**config.mk**
```make
export PLATFORM = sky130hd
export DESIGN_NAME = fetch_stage
export DESIGN_NICKNAME = d
export VERILOG_FILES = /design/src/rtl/fetch_stage.sv
export SDC_FILE = /design/constraint.sdc
export NUM_CORES = 1
export LEC_CHECK = 0
export BUFFER_PORTS_ARGS = -buffer_cell sky130_fd_sc_hd__buf_2
export CAP_MARGIN = 10
export CORE_ASPECT_RATIO = 1.2
export CORE_MARGIN = 10
export CORE_UTILIZATION = 53
export CTS_BUF_LIST = sky130_fd_sc_hd__clkbuf_4 sky130_fd_sc_hd__clkbuf_8
export DETAILED_ROUTE_END_ITERATION = 6
export GPL_ROUTABILITY_DRIVEN = 0
export PLACE_DENSITY = 0.86
export SETUP_SLACK_MARGIN = 0.02
export SLEW_MARGIN = 20
export SYNTH_ARGS = -nofsm -noshare
export SYNTH_HDL_FRONTEND = slang
export SYNTH_SLANG_ARGS = --single-unit
```
**constraint.sdc**
```tcl
create_clock -name clk -period 4.75 [get_ports clk]
set_input_delay 0 -clock clk [delete_from_list [all_inputs] [get_ports clk]]
set_output_delay 0 -clock clk [all_outputs]
set_load 0.01 [all_outputs]
```
**src/rtl/fetch_stage.sv**
```systemverilog
// Instruction-fetch stage: PC register, next-PC select, IF/ID register with stall/flush and halt freeze.
// Build option: define FETCH_PERF_CNT_EN to add the fetched/stall/flush performance counters.
module fetch_stage #(
    parameter logic [31:0] RESET_PC = 32'h0000_0000,
    parameter logic [31:0] NOP_INST = 32'h0000_0000
) (
    input  logic        clk,
    input  logic        rst,
    input  logic        stall,
    input  logic        flush,
    input  logic [1:0]  pcsrc,
    input  logic [31:0] branch_target,
    input  logic [31:0] jump_target,
    input  logic [31:0] jr_target,
    input  logic [31:0] imem_inst,
    output logic [31:0] imem_addr,
    output logic [31:0] if_id_inst,
    output logic [31:0] if_id_pc4,
    output logic        if_id_valid,
    output logic        halted
`ifdef FETCH_PERF_CNT_EN
    ,
    output logic [31:0] cnt_fetched,
    output logic [31:0] cnt_stall,
    output logic [31:0] cnt_flush
`endif
);

    typedef enum logic {RUN, HALTED} state_t;

    state_t      state;
    logic [31:0] pc;
    logic [31:0] pc_plus4;
    logic [31:0] next_pc;
    logic        halt_detect;

    assign imem_addr   = pc;
    assign pc_plus4    = pc + 32'd4;
    assign halt_detect = if_id_valid && (if_id_inst[31:26] == 6'b111111);

    always_comb begin
        case (pcsrc)
            2'b00:   next_pc = pc_plus4;
            2'b01:   next_pc = branch_target;
            2'b10:   next_pc = jump_target;
            default: next_pc = jr_target;
        endcase
    end

    // Stall outranks halt detection so a stalled halt instruction is re-evaluated later.
    always_ff @(posedge clk or negedge rst) begin
        if (!rst) begin
            pc          <= RESET_PC;
            if_id_inst  <= NOP_INST;
            if_id_pc4   <= 32'd0;
            if_id_valid <= 1'b0;
            state       <= RUN;
            halted      <= 1'b0;
        end else if (state == RUN && !stall) begin
            if (halt_detect) begin
                state       <= HALTED;
                halted      <= 1'b1;
                if_id_inst  <= NOP_INST;
                if_id_pc4   <= 32'd0;
                if_id_valid <= 1'b0;
            end else if (flush) begin
                pc          <= next_pc;
                if_id_inst  <= NOP_INST;
                if_id_pc4   <= 32'd0;
                if_id_valid <= 1'b0;
            end else begin
                pc          <= next_pc;
                if_id_inst  <= imem_inst;
                if_id_pc4   <= pc_plus4;
                if_id_valid <= 1'b1;
            end
        end
    end

`ifdef FETCH_PERF_CNT_EN
    always_ff @(posedge clk or negedge rst) begin
        if (!rst) begin
            cnt_fetched <= 32'd0;
            cnt_stall   <= 32'd0;
            cnt_flush   <= 32'd0;
        end else if (state == RUN) begin
            if (stall) begin
                cnt_stall <= cnt_stall + 32'd1;
            end else if (!halt_detect) begin
                if (flush) begin
                    cnt_flush <= cnt_flush + 32'd1;
                end else begin
                    cnt_fetched <= cnt_fetched + 32'd1;
                end
            end
        end
    end
`endif

endmodule

```
Word level (Yosys, flattened, before mapping)
Cells that the tools add are included.

Register bits after elaboration: 98. Logic and storage cells: 24.

Add/subtract/negate cells: 1. Equality and inequality tests: 3. Reduce and logical (&&, ||, !) cells: 6. Mux-type cells: 7. Bitwise logic cells: 2.

Operators with widths (number): $mux W32 (4); $pmux W32 S3 (1); $add A32 B3 Y32 const B (1); $eq A6 B6 Y1 const B (1); $reduce_and A2 Y1 (2); $eq A2 B1 Y1 const B (1); $eq A2 B2 Y1 const B (1); $logic_and A1 B1 Y1 (2); $logic_not A2 Y1 (1); $mux W1 (2); $not A1 Y1 (2); $logic_not A1 Y1 (1).

Logic depth before layout (Yosys ltp)
Word-level depth: 4. Gate-level depth with buffers: 8. Mapped depth without buffers: 6.

Least setup slack after synthesis
No wires, ideal clock.

Kind: flip-flop to flip-flop. Start point: register pc[2] (netlist: imem_addr[2]). End point: register pc[16] (netlist: imem_addr[16]). Cell stages (with the launch flop): 9. Buffers on the path: 2. Setup slack: 2777 ps. Period minus slack after synthesis: 1973 ps. Data required time: 4629 ps. Data arrival time: 1852 ps. Path through: dfrtp_1 > ha_1 > and4_1 > buf_2 > and3_1 > buf_2 > and3_1 > o21a_1 > o22a_1.

Word-level cells in the longest chain between the ends: 2.

Ends and longest elaborated chain: start: declaration (RTL line 32) `logic [31:0] pc;`; start signal: assignment (RTL line 67) `pc <= next_pc;`; start signal: assignment (RTL line 72) `pc <= next_pc;`; $add A32 B3 Y32 (RTL line 38) `assign pc_plus4 = pc + 32'd4;`; $pmux W32 S3 (RTL line 42) `case (pcsrc)`.

No other way between the ends. A chain may end at the register's enable or synchronous reset.

Worst setup path after layout
Start point: register state. End point: register if_id_pc4[28].

Word-level cells in the longest chain between the ends: 2.

Ends and longest elaborated chain: start: declaration (RTL line 31) `state_t state;`; start signal: assignment (RTL line 57) `state <= RUN;`; start signal: assignment (RTL line 61) `state <= HALTED;`; $not A1 Y1 (RTL line 59) `end else if (state == RUN && !stall) begin`; $logic_and A1 B1 Y1 (RTL line 59); end signal: assignment (RTL line 74) `if_id_pc4 <= pc_plus4;`; end: declaration (RTL line 18) `output logic [31:0] if_id_pc4,`.

No other way between the ends.

==> metrics.txt <==
area occupied by registers=2450 um2; post-synthesis mux area share=7.91%; # fillers=between 600 and 700; diode count=0; total power per unit cell area=234 nW/um2; Rel. slew slack=30.8%; combinational family with the most area after synthesis=compound AO/OA/AOI/OAI gates; critical path endpoint category=register; die height=approximately 130 um; Total Routing Usage GR=between 20 and 25%; Clock Latency Late Sink=0.37 ns; first-pass iteration count of the detailed router=5; crit path time final=2.61 ns; outcome=finished clean; largest net degree at the start of global routing=68; wire length per cell=around 20 um; initial DRC count=590; antenna viol nets, final=0; critical path buffer and inverter count=0; max cap viols=0; clock sink total=98; Synth Instances=between 500 and 600; Synth top area share=47.0%; f_max=around 380 MHz; vias per inst=around 5.9; routed wire length=17,700 um; IO Port Bufs=around 230; Period Utilization, post-route=between 50% and 60%; Setup CP Type=register to register; vias in the first global route=5,223; clock root buffer=clkbuf_8; count leader, synth=dfrtp_1; Compound-Gate Fraction of Synth Area=22.1%; Initial Utilization=54.6%; Post-Syn Nets=648; Critical Path RT=4.96 ns; via count=between 5,000 and 6,000; Final Slew Violations=0; Synth top cells by count=dfrtp_1, nand2_1, a22o_1; delay of the slowest cell on the worst path=0.70 ns; FFs w/ async S/R, synth=100%; maximum fanout along the worst path=between 60 and 70; top cells by area, synth=dfrtp_1, a22o_1, nand2_1; postcts setup bufs=0; post-synthesis sequential area ratio=between 40 and 50%; Sum Neg Setup Slack=0 ns; CP Data Arrival Time=2.82 ns; TritonCTS Buffers=9; slowest cell on the critical path=or2_1; Reg clk slew, reported paths=0.08 ns; Layout Area Growth over Synthesis=33.4%; Synth Warn #=0; number of I/O pins=232; Pleak=about 3.6 nW; drc violations=0; Clock Skew=0.00769 ns; XOR/XNOR Fraction of Synth Area=under 10%; Yosys reg bits=between 90 and 100; Final Hold Vio Count=0; nets=884; share of cells above drive strength 1=around 38%; core area=about 9600 um2; DIE WIDTH=111 um; GRT overflow=0; Post-CTS Hold Buffers=35; Avg Inst Size Synth=10.2 um2; Yosys cell types=54; Worst IR Drop VDD=0.000125 V; worst path cell trace=or2_4 -> o21bai_4 -> or2_1 -> o21ai_0; RSZ-0062 raised after global routing=false; adder-cell area share of the yosys netlist=0.240%; TritonCTS clock tree=yes; Multi-input gate area=roughly 2600 um2; Worst Tran Pin Value=1.04 ns; family with the most delay on the worst path=simple AND/OR/NAND/NOR gates; Synth area leader=dfrtp_1; row cnt=39; ys flop type=dfrtp_1; Mapped Area=between 5000 and 6000 um2; # H-tree levels=3; hold_ws=about 0.011 ns; Die ar.=14,200 um2; initial antenna violation count=1; EDFF count, synth=0; simple-gate share of the synthesized area=14.0%; Clock Path Buffers=2; DP HPWL=12,900 um; Startpoint Class=register; post-cts sizing count=0; HP Class=input pin to register; Final setup viols=0; first-pass GRT wire length=28,300 um
## layout by cell type, fill, tap and decap left out, drive strengths merged, types with 2 or more instances in the layout
cell type	Yosys	routed
o22a	6	6
a21oi	28	28
o221a	2	2
mux2	12	12
nor3	5	5
nand4	8	8
o21ai	47	47
and2	2	2
dfrtp	98	98
o221ai	3	3
inv	4	4
or3	2	2
a31oi	3	3
nor4	3	3
mux2i	12	12
bufinv	0	2
o2bb2ai	9	9
buf	18	234
dlygate4sd3	0	36
nand3	13	13
a211oi	2	2
xor2	9	9
or2	3	3
nor2	28	28
xnor2	19	19
clkbuf	27	11
o22ai	2	2
a22o	48	48
a22oi	3	3
mux4	7	7
a2bb2oi	2	2
and3	4	4
o31a	2	2
nand2	64	64
and4	6	6
o21a	3	3
## final timing paths
check,cells past startpoint,end,start,slack [ns]
setup / recovery,4,if_id_pc4[28]$_DFFE_PN0P_,state$_DFFE_PN0P_,2.14
hold / removal,3,imem_addr[18]$_DFFE_PN0P_,branch_target[18],0.01
setup reg to reg,4,if_id_pc4[28]$_DFFE_PN0P_,state$_DFFE_PN0P_,2.14
hold reg to reg,2,if_id_pc4[10]$_DFFE_PN0P_,if_id_pc4[10]$_DFFE_PN0P_,0.48
max in group asynchronous,3,if_id_pc4[30]$_DFFE_PN0P_,rst,3.50
min in group asynchronous,2,if_id_inst[8]$_DFFE_PN0P_,rst,0.10
## kinds of logic after synthesis
kind of cell	count (synthesis)
compound gates	166
mux	31
fa+ha+maj	1
flops	98
xor+xnor	28
simple gates	140
buf+inv	49
## report_power, final
part | internal [mW] | leakage [nW] | switching, mW | total [mW]
sequential | 0.838 | 1.34 | 0.00944 | 0.848
combinational | 0.104 | 2.12 | 0.0886 | 0.193
clock | 0.315 | 0.109 | 0.276 | 0.591
## layer usage
layer	share of wire, %	track usage (%)	vias to the layer above	wire length (um)
met4	2.6	8.67	2	457
met2	48	39.6	291	8510
li1	-	-	2357	-
met3	8.2	7.11	35	1450
met5	0.11	0	-	20
met1	41	29.8	2483	7280
## state kept, by name, indices dropped and copies added, names as in the netlist
signal / count
if_id_inst: 32
if_id_pc4: 32
imem_addr: 32
if_id_valid: 1
state: 1
## tightest hold or removal path: stages
cell      delay, ns
buf_2          0.08
o221ai_1       0.11
a21oi_1        0.15
## metrics by stage
step	setup slack (ns)	cell area, um2	cells	utilization, %	power, mW
global route	1.94	6960	876	72.8	1.70
finish	2.14	6960	876	72.8	1.63
CTS	1.79	6950	875	72.6	1.64
global placement	1.94	6370	825	66.7	1.02
detailed placement	1.80	6370	825	66.7	1.03
floorplan	2.78	5220	513	-	0.940
## final cells by class
type | instances | area share (%)
well taps | 123 | 2.21
clock buffers | 11 | 2.08
clock inverters | 4 | 1.10
flip-flops and latches | 98 | 35.2
repair buffers | 270 | 22.1
inverters | 4 | 0.216
multi-input cells | 366 | 37.0
No activity file was read; power rests on OpenSTA's default activity.
